<file path="config.mk">
export PLATFORM = sky130hd
export DESIGN_NAME = daq_arm_scheduler
export DESIGN_NICKNAME = d
export VERILOG_FILES = /design/src/rtl/daq_arm_scheduler.sv
export SDC_FILE = /design/constraint.sdc
export NUM_CORES = 1
export LEC_CHECK = 0
export CORE_ASPECT_RATIO = 0.75
export CORE_UTILIZATION = 53
export DETAILED_ROUTE_END_ITERATION = 10
export PLACE_DENSITY = 0.85
export SLEW_MARGIN = 20
export SYNTH_ARGS = -nofsm -noshare
export SYNTH_HDL_FRONTEND = slang
export SYNTH_SLANG_ARGS = --single-unit
</file>
<file path="constraint.sdc">
create_clock -name s00_axi_aclk -period 4.1 [get_ports s00_axi_aclk]
set_input_delay 0.41 -clock s00_axi_aclk [delete_from_list [all_inputs] [get_ports s00_axi_aclk]]
set_output_delay 0.41 -clock s00_axi_aclk [all_outputs]
set_load 0.02 [all_outputs]
</file>
<file path="src/rtl/daq_arm_scheduler.sv">
// daq_arm_scheduler: windowed ARM sequencer with two-channel result capture and round-robin readout
module daq_arm_scheduler #(
  parameter int CNT_W = 32,
  parameter int WIN_W = 16
) (
  input  logic             s00_axi_aclk,
  input  logic             s00_axi_aresetn,
  input  logic             I_START,
  input  logic             I_ABORT,
  input  logic [WIN_W-1:0] I_WIN_LEN,
  input  logic [WIN_W-1:0] I_GAP_LEN,
  input  logic [7:0]       I_NUM_WIN,
  input  logic             I_READY_0,
  input  logic             I_READY_1,
  input  logic [CNT_W-1:0] I_CNT_A0,
  input  logic [CNT_W-1:0] I_CNT_A1,
  input  logic             I_OVERFLOW_0,
  input  logic             I_OVERFLOW_1,
  input  logic             I_RES_ACK,
  output logic             O_ARM,
  output logic             O_BUSY,
  output logic             O_DONE,
  output logic [7:0]       O_WIN_IDX,
  output logic             O_RES_VALID,
  output logic             O_RES_CH,
  output logic [CNT_W-1:0] O_RES_CNT,
  output logic             O_RES_OVF,
  output logic             O_DROP_0,
  output logic             O_DROP_1
);
  typedef enum logic [1:0] {IDLE, ARM, GAP, FINISH} state_t;
  state_t state, state_n;
  logic [WIN_W-1:0] win_len, gap_len, timer, timer_n;
  logic [7:0] num_win, win_idx, win_idx_n;
  logic start_ok, arm_q;
  assign start_ok = I_START && !I_ABORT && state == IDLE && I_NUM_WIN != '0 && I_WIN_LEN != '0;
  always_comb begin
    state_n = state;
    timer_n = timer + 1'b1;
    win_idx_n = win_idx;
    case (state)
      IDLE: begin
        timer_n = '0;
        if (start_ok) begin
          state_n = ARM;
          win_idx_n = '0;
        end
      end
      ARM:
        if (timer == win_len - 1'b1) begin
          timer_n = '0;
          if (win_idx == num_win - 8'd1) state_n = FINISH;
          else if (gap_len == '0) win_idx_n = win_idx + 8'd1;
          else state_n = GAP;
        end
      GAP:
        if (timer == gap_len - 1'b1) begin
          timer_n = '0;
          state_n = ARM;
          win_idx_n = win_idx + 8'd1;
        end
      FINISH: begin
        timer_n = '0;
        state_n = IDLE;
      end
    endcase
    if (I_ABORT) begin
      state_n = IDLE;
      timer_n = '0;
    end
  end
  always_ff @(posedge s00_axi_aclk or negedge s00_axi_aresetn) begin
    if (!s00_axi_aresetn) begin
      state <= IDLE;
      timer <= '0;
      win_idx <= '0;
      win_len <= '0;
      gap_len <= '0;
      num_win <= '0;
      arm_q <= 1'b0;
    end else begin
      state <= state_n;
      timer <= timer_n;
      win_idx <= win_idx_n;
      arm_q <= state_n == ARM;
      if (start_ok) begin
        win_len <= I_WIN_LEN;
        gap_len <= I_GAP_LEN;
        num_win <= I_NUM_WIN;
      end
    end
  end
  assign O_ARM = arm_q;
  assign O_BUSY = state != IDLE;
  assign O_DONE = state == FINISH;
  assign O_WIN_IDX = win_idx;
  // Capture path: one pending slot per channel, drained round-robin into the output register
  logic [1:0] rdy, rdy_q, edg, full, grant, ovf_in, slot_ovf, drop;
  logic [CNT_W-1:0] cnt_in [2];
  logic [CNT_W-1:0] slot_cnt [2];
  logic rr, sel, load, any;
  assign rdy = {I_READY_1, I_READY_0};
  assign ovf_in = {I_OVERFLOW_1, I_OVERFLOW_0};
  assign cnt_in[0] = I_CNT_A0;
  assign cnt_in[1] = I_CNT_A1;
  assign edg = rdy & ~rdy_q;
  assign load = !O_RES_VALID || I_RES_ACK;
  assign any = |full;
  assign sel = full[rr] ? rr : !rr;
  assign grant = (load && any) ? (2'b01 << sel) : 2'b00;
  always_ff @(posedge s00_axi_aclk or negedge s00_axi_aresetn) begin
    if (!s00_axi_aresetn) begin
      rdy_q <= 2'b11;
      full <= '0;
      slot_ovf <= '0;
      drop <= '0;
      rr <= 1'b0;
      for (int i = 0; i < 2; i++) slot_cnt[i] <= '0;
      O_RES_VALID <= 1'b0;
      O_RES_CH <= 1'b0;
      O_RES_CNT <= '0;
      O_RES_OVF <= 1'b0;
    end else begin
      rdy_q <= rdy;
      for (int i = 0; i < 2; i++) begin
        if (edg[i] && (!full[i] || grant[i])) begin
          slot_cnt[i] <= cnt_in[i];
          slot_ovf[i] <= ovf_in[i];
          full[i] <= 1'b1;
        end else if (grant[i]) full[i] <= 1'b0;
        drop[i] <= (drop[i] && !start_ok) || (edg[i] && full[i] && !grant[i]);
      end
      if (load) begin
        O_RES_VALID <= any;
        if (any) begin
          O_RES_CH <= sel;
          O_RES_CNT <= slot_cnt[sel];
          O_RES_OVF <= slot_ovf[sel];
          rr <= !sel;
        end
      end
    end
  end
  assign O_DROP_0 = drop[0];
  assign O_DROP_1 = drop[1];
endmodule

</file>
Word level (Yosys, flattened, before mapping). Cells that the tools add are included.

Shift operators: 1. Reduce and logical (&&, ||, !) cells: 39. $lt $le $gt $ge: 3. Bitwise gates (word level): 3. Multiply operators: 0. Div/mod/pow operators: 0. $add $sub $neg: 5. Multiplexer cells: 30. Eq/ne operators: 12.

Operators with widths (number): 2-to-1 mux 32 bit (3); 2-to-1 mux 16 bit (3); one-hot mux 16 bit (3 select lines) (1); 2-to-1 mux 8 bit (5); equality test 16 bit (2); subtractor 16 x 1 -> 16 bit (second input constant) (2); one-hot mux 8 bit (3 select lines) (1); adder 16 x 1 -> 16 bit (second input constant) (1); logical NOT 16 bit (1); nonzero test 16 bit (1); 2-to-1 mux 2 bit (7); logical AND 1 bit (13); inequality test 2 bit (second input constant) (5); logical NOT 1 bit (9); 2-to-1 mux 1 bit (9); adder 8 x 1 -> 8 bit (second input constant) (1); equality test 8 bit (1); one-hot mux 2 bit (4 select lines) (1); nonzero test 8 bit (1); subtractor 8 x 1 -> 8 bit (second input constant) (1); AND reduction 6 bit (1); nonzero test 2 bit (3); logical OR 1 bit (5); equality test 2 x 1 -> 1 bit (second input constant) (2); other kinds (11) (14).

ROM bits: 0. Bits in writable memories: 0. Logic and storage cells: 113. Latch bits: 0. Input bits: 113. Memories: 0. Output and inout bits: 48. Register bits: 175.

Depth between registers and ports, before layout.
Word-level depth: 9. Mapped depth: 11. Depth with buffers taken out: 10.

Worst setup path before layout. Ideal clock, no wire load.

Kind: flip-flop to flip-flop. Start point: register gap_len[10]. End point: register win_idx[0], in the netlist O_WIN_IDX[0]. Period minus slack after synthesis: 3102 ps. Arrival time: 2977 ps. Cell stages (with the launch flop): 9. Required time: 3975 ps. Slack: 998 ps. Library setup time: 125 ps. Buffers on the path: 1. Cell sequence: dfrtp_1 or3_4 or4_1 a2111o_1 a22oi_4 a41oi_4 or4_4 buf_6 mux2_4.

Word-level cells in the longest chain between the ends: 4. Elaborated cells between the ends (all ways): 6. Classes of those cells: add/sub: 1; eq/ne: 3; reduce/logical: 2.

Ends and longest elaborated chain: start, declared (line 33) `logic [WIN_W-1:0] win_len, gap_len, timer, timer_n;`; start signal, assigned (line 78) `gap_len <= '0;`; start signal, assigned (line 88) `gap_len <= I_GAP_LEN;`; subtractor 16 x 1 -> 16 bit (line 57) `if (timer == gap_len - 1'b1) begin`; equality test 16 bit (line 57); inequality test 2 bit (no source line); AND reduction 6 bit (no source line) (*); end signal, assigned (line 84) `win_idx <= win_idx_n;`; end, declared (line 34) `logic [7:0] num_win, win_idx, win_idx_n;`.

Every way passes the cells marked *; elsewhere a longest branch is shown, timed or not. A chain may end at the register's enable or synchronous reset.

Worst setup path after layout.
Start point: register win_len[0]. End point: register win_idx[0], in the netlist O_WIN_IDX[0].

Word-level cells in the longest chain between the ends: 4.

Ends and longest elaborated chain: start, declared (line 33); start signal, assigned (line 77) `win_len <= '0;`; start signal, assigned (line 87) `win_len <= I_WIN_LEN;`; subtractor 16 x 1 -> 16 bit (line 50) `if (timer == win_len - 1'b1) begin`; equality test 16 bit (line 50); inequality test 2 bit (no source line); AND reduction 6 bit (no source line).

No other way between the ends.

==> results.py <==
metrics = {
    "run_status": {
        "outcome": "finished clean",
    },
    "sta": {
        "finClkSkew_ns": 0.0131,
        "finalSetupViolCount": 0,
        "fin_crit_ns": 3.41,
        "maxSlewHeadroom_pct": 36.7,
        "final.setup.tns_ns": 0,
        "rsz0062_at_grt": "no",
        "final-max-slew-violation-count": 0,
        "period_share_pct": 83.3,
        "tightest_slew_ns": 0.926,
        "hold_viol_final": 0,
        "fmax_ghz": 0.293,
    },
    "yosys": {
        "synth-edff-count": 0,
        "syn-instance-count": 755,
        "synth_top_area_share_pct": 49.7,
        "yosys_warnings": 0,
        "syn-num-nets": 877,
        "synth_area_leader_cell": "dfrtp_1",
        "yosysSeqAreaShare_pct": 50.3,
        "synth-seq-cells": 175,
        "async_reset_ff_share_pct": 100,
        "synth.area.top_cells": "dfrtp_1, mux2_2, mux2i_1",
        "synthesis.area_mm2": 0.00871,
        "ys_dominant_reg_cell": "dfrtp_1",
        "syn_avg_cell_area_um2": 11.5,
        "ys_types": 74,
    },
    "clock_network": {
        "clk_pin_slew_worst_paths_ns": 0.07,
        "cts.sinks": 175,
        "post_cts_buffers": 0,
        "cts_root_buffer": "clkbuf_16",
        "cts_resized": 0,
        "cts_tree": "built",
        "htreeDepth": 4,
        "clock_latency_ns": 0.43,
        "cts_made_buffers": 17,
        "postCtsHoldBufs": 0,
        "cts_buffer_depth": 2,
    },
    "floorplanning": {
        "num_rows": 40,
        "pin_count": 161,
        "dieHeight_um": 113,
        "die_x_um": 150,
        "die-area_mm2": 0.0170,
        "start_util_pct": 54.2,
        "core_mm2": 0.0161,
    },
    "final_layout": {
        "seq_area_mm2": 0.00438,
        "multi_input_comb_area_mm2": 0.00414,
        "final_cell_area_mm2": 0.0111,
        "area_growth_pct": 27.4,
        "fin_nets": 1025,
        "fillers": 1176,
        "n_antenna_cell": 0,
        "drive_gt1_share_pct": 18.9,
        "final_util_pct": 69.1,
    },
    "global_route": {
        "grt_pass1_wl_um": 32600,
        "track_usage_pct": 25.0,
        "overflow": 0,
        "grt_max_degree": 93,
        "antenna_found_initial": 0,
        "first_global_vias": 6359,
    },
    "detailed_routing": {
        "drcViolationCount": 0,
        "vias": 6342,
        "dr.pass1.iters": 5,
        "antenna_left": 0,
        "drtIter0Drc": 352,
        "via_per_inst": 5.63,
        "drt_wl_total_um": 20000,
        "wl_per_cell_um": 17.8,
    },
    "power_and_ir_drop": {
        "leakagePower_nw": 4.64,
        "powerDensity_mw_per_mm2": 630,
        "vdd_drop_max_mv": 0.355,
    },
    "placed_design": {
        "placed_area_mm2": 0.0105,
        "io_buffers": 160,
        "hpwl_um": 13900,
        "globalplace.congestion": 0.834,
    },
    "setup_path": {
        "worstPathRequired_ns": 4.42,
        "critPathLaunch": "win_len[0]",
        "path_class": "reg2reg",
        "worst-path-max-fanout": 8,
        "arrival_ns": 3.73,
        "r2r-start": "win_len[0]",
        "end_kind": "flip-flop",
        "critPathLaunchType": "flip-flop",
    },
    "flow_run": {
        "cap_viol_max_count": 0,
    },
    "hold_path": {
        "hold_path.class": "in2async",
    },
}
-- critical path, cell delays in order, from the launching register on --
cell      delay [ns]
dfrtp_1         0.44
inv_1           0.08
ha_1            0.19
nor2b_1         0.43
nand4b_1        0.30
xnor2_1         0.20
o221ai_1        0.16
o21ai_0         0.22
o31a_1          0.45
or4_4           0.52
mux2_4          0.32
-- stage by stage --
stage	hold slack (ns)	total power, mW	setup slack, ns	instances
2_1_floorplan	0.114	4.43	0.998	755
3_5_place_dp	0.469	5.36	0.772	1094
5_1_grt	0.129	7.40	0.444	1126
6_report	0.0605	7.00	0.686	1126
4_1_cts	0.0855	7.04	0.751	1126
3_3_place_gp	0.461	5.26	0.853	1094
-- per-layer routing --
| metal | vias up | track usage (%) | wire length, µm |
|---|---|---|---|
| met2 | 193 | 37.9 | 9290 |
| met3 | 21 | 8.19 | 1440 |
| met5 | - | 0 | 0 |
| li1 | 3008 | - | - |
| met4 | 0 | 8.55 | 269 |
| met1 | 3120 | 33.9 | 9030 |
-- cell type report --
cell class                      count  share of cell area [%]
Clock inverter                     15                    1.48
Sequential cell                   175                    39.5
Timing Repair Buffer              169                    15.0
Clock buffer                       17                    3.83
Inverter                           14                   0.473
Tap cell                          210                    2.37
Multi-Input combinational cell    526                    37.3
-- logic make-up (layout without fill, tap and decap cells) --
group	after synthesis	count (layout)	synth area share, %
buffers and inverters	54	215	2.59
muxes	144	144	18.1
and+or+nand+nor	201	201	12.6
adders and majority gates	10	10	1.41
AOI/OAI and AO/OA	107	107	8.27
DFF	175	175	50.3
xor gates and xnor gates	64	64	6.68
-- report_power, final --
| part | leakage (nW) | total, mW | switching [mW] | internal [mW] |
|---|---|---|---|---|
| Combinational | 2.22 | 2.51 | 1.19 | 1.31 |
| Sequential | 2.13 | 2.85 | 0.485 | 2.37 |
| Clock | 0.293 | 1.64 | 0.770 | 0.870 |
-- synthesized netlist by cell type, drive strengths merged, types with 4 or more instances --
| cell | count |
|---|---|
| o31ai | 6 |
| mux2i | 36 |
| nand2b | 9 |
| nand3b | 8 |
| nand4 | 9 |
| a21o | 4 |
| nand2 | 53 |
| ha | 9 |
| nor2b | 8 |
| clkbuf | 34 |
| inv | 14 |
| xor2 | 36 |
| a21oi | 8 |
| or3 | 4 |
| dfrtp | 173 |
| xnor2 | 27 |
| or4 | 10 |
| nand4b | 5 |
| o21ai | 58 |
| nor4 | 12 |
| nor3 | 10 |
| nand3 | 19 |
| and3 | 7 |
| mux2 | 108 |
| buf | 5 |
| nor2 | 38 |
-- cells in the final DEF, fill, tap and decap left out, types with 6 or more instances in the layout --
master | synthesis | layout
dfrtp_1 | 173 | 173
clkdlybuf4s50_1 | 0 | 159
mux2_2 | 107 | 107
nand2_1 | 53 | 52
o21ai_0 | 51 | 51
nor2_1 | 38 | 38
xor2_1 | 35 | 35
mux2i_1 | 36 | 35
xnor2_1 | 27 | 27
nand3_1 | 19 | 19
clkbuf_16 | 0 | 17
inv_1 | 14 | 14
nor4_1 | 11 | 11
nand2b_1 | 9 | 9
ha_1 | 9 | 9
buf_4 | 0 | 9
nand4_1 | 8 | 8
or4_1 | 8 | 8
nand3b_1 | 8 | 8
nor2b_1 | 8 | 8
a21oi_1 | 8 | 7
nor3_1 | 7 | 7
and3_1 | 7 | 7
inv_6 | 0 | 7
o21ai_1 | 7 | 6
-- final timing paths --
kind	end	slack, ns	cells past startpoint
worst max-delay path	O_WIN_IDX[0]	0.69	10
worst min-delay path	O_RES_CNT[18]	0.06	1
worst max register to register	O_WIN_IDX[0]	0.69	10
worst min register to register	O_RES_CNT[24]	0.48	2
max in group asynchronous	rdy_q[1]	3.08	2
min in group s00_axi_aclk	rdy_q[0]	0.42	1
-- state kept, by name (all words and copies together), names as in the netlist, 2 cells and up --
name / flops
slot_ovf: 2
slot_cnt: 64
drop: 2
win_len: 16
gap_len: 16
num_win: 8
O_WIN_IDX: 8
full: 2
state: 2
rdy_q: 2
O_RES_CNT: 32
timer: 16
Power figures use the tool's default switching activity.
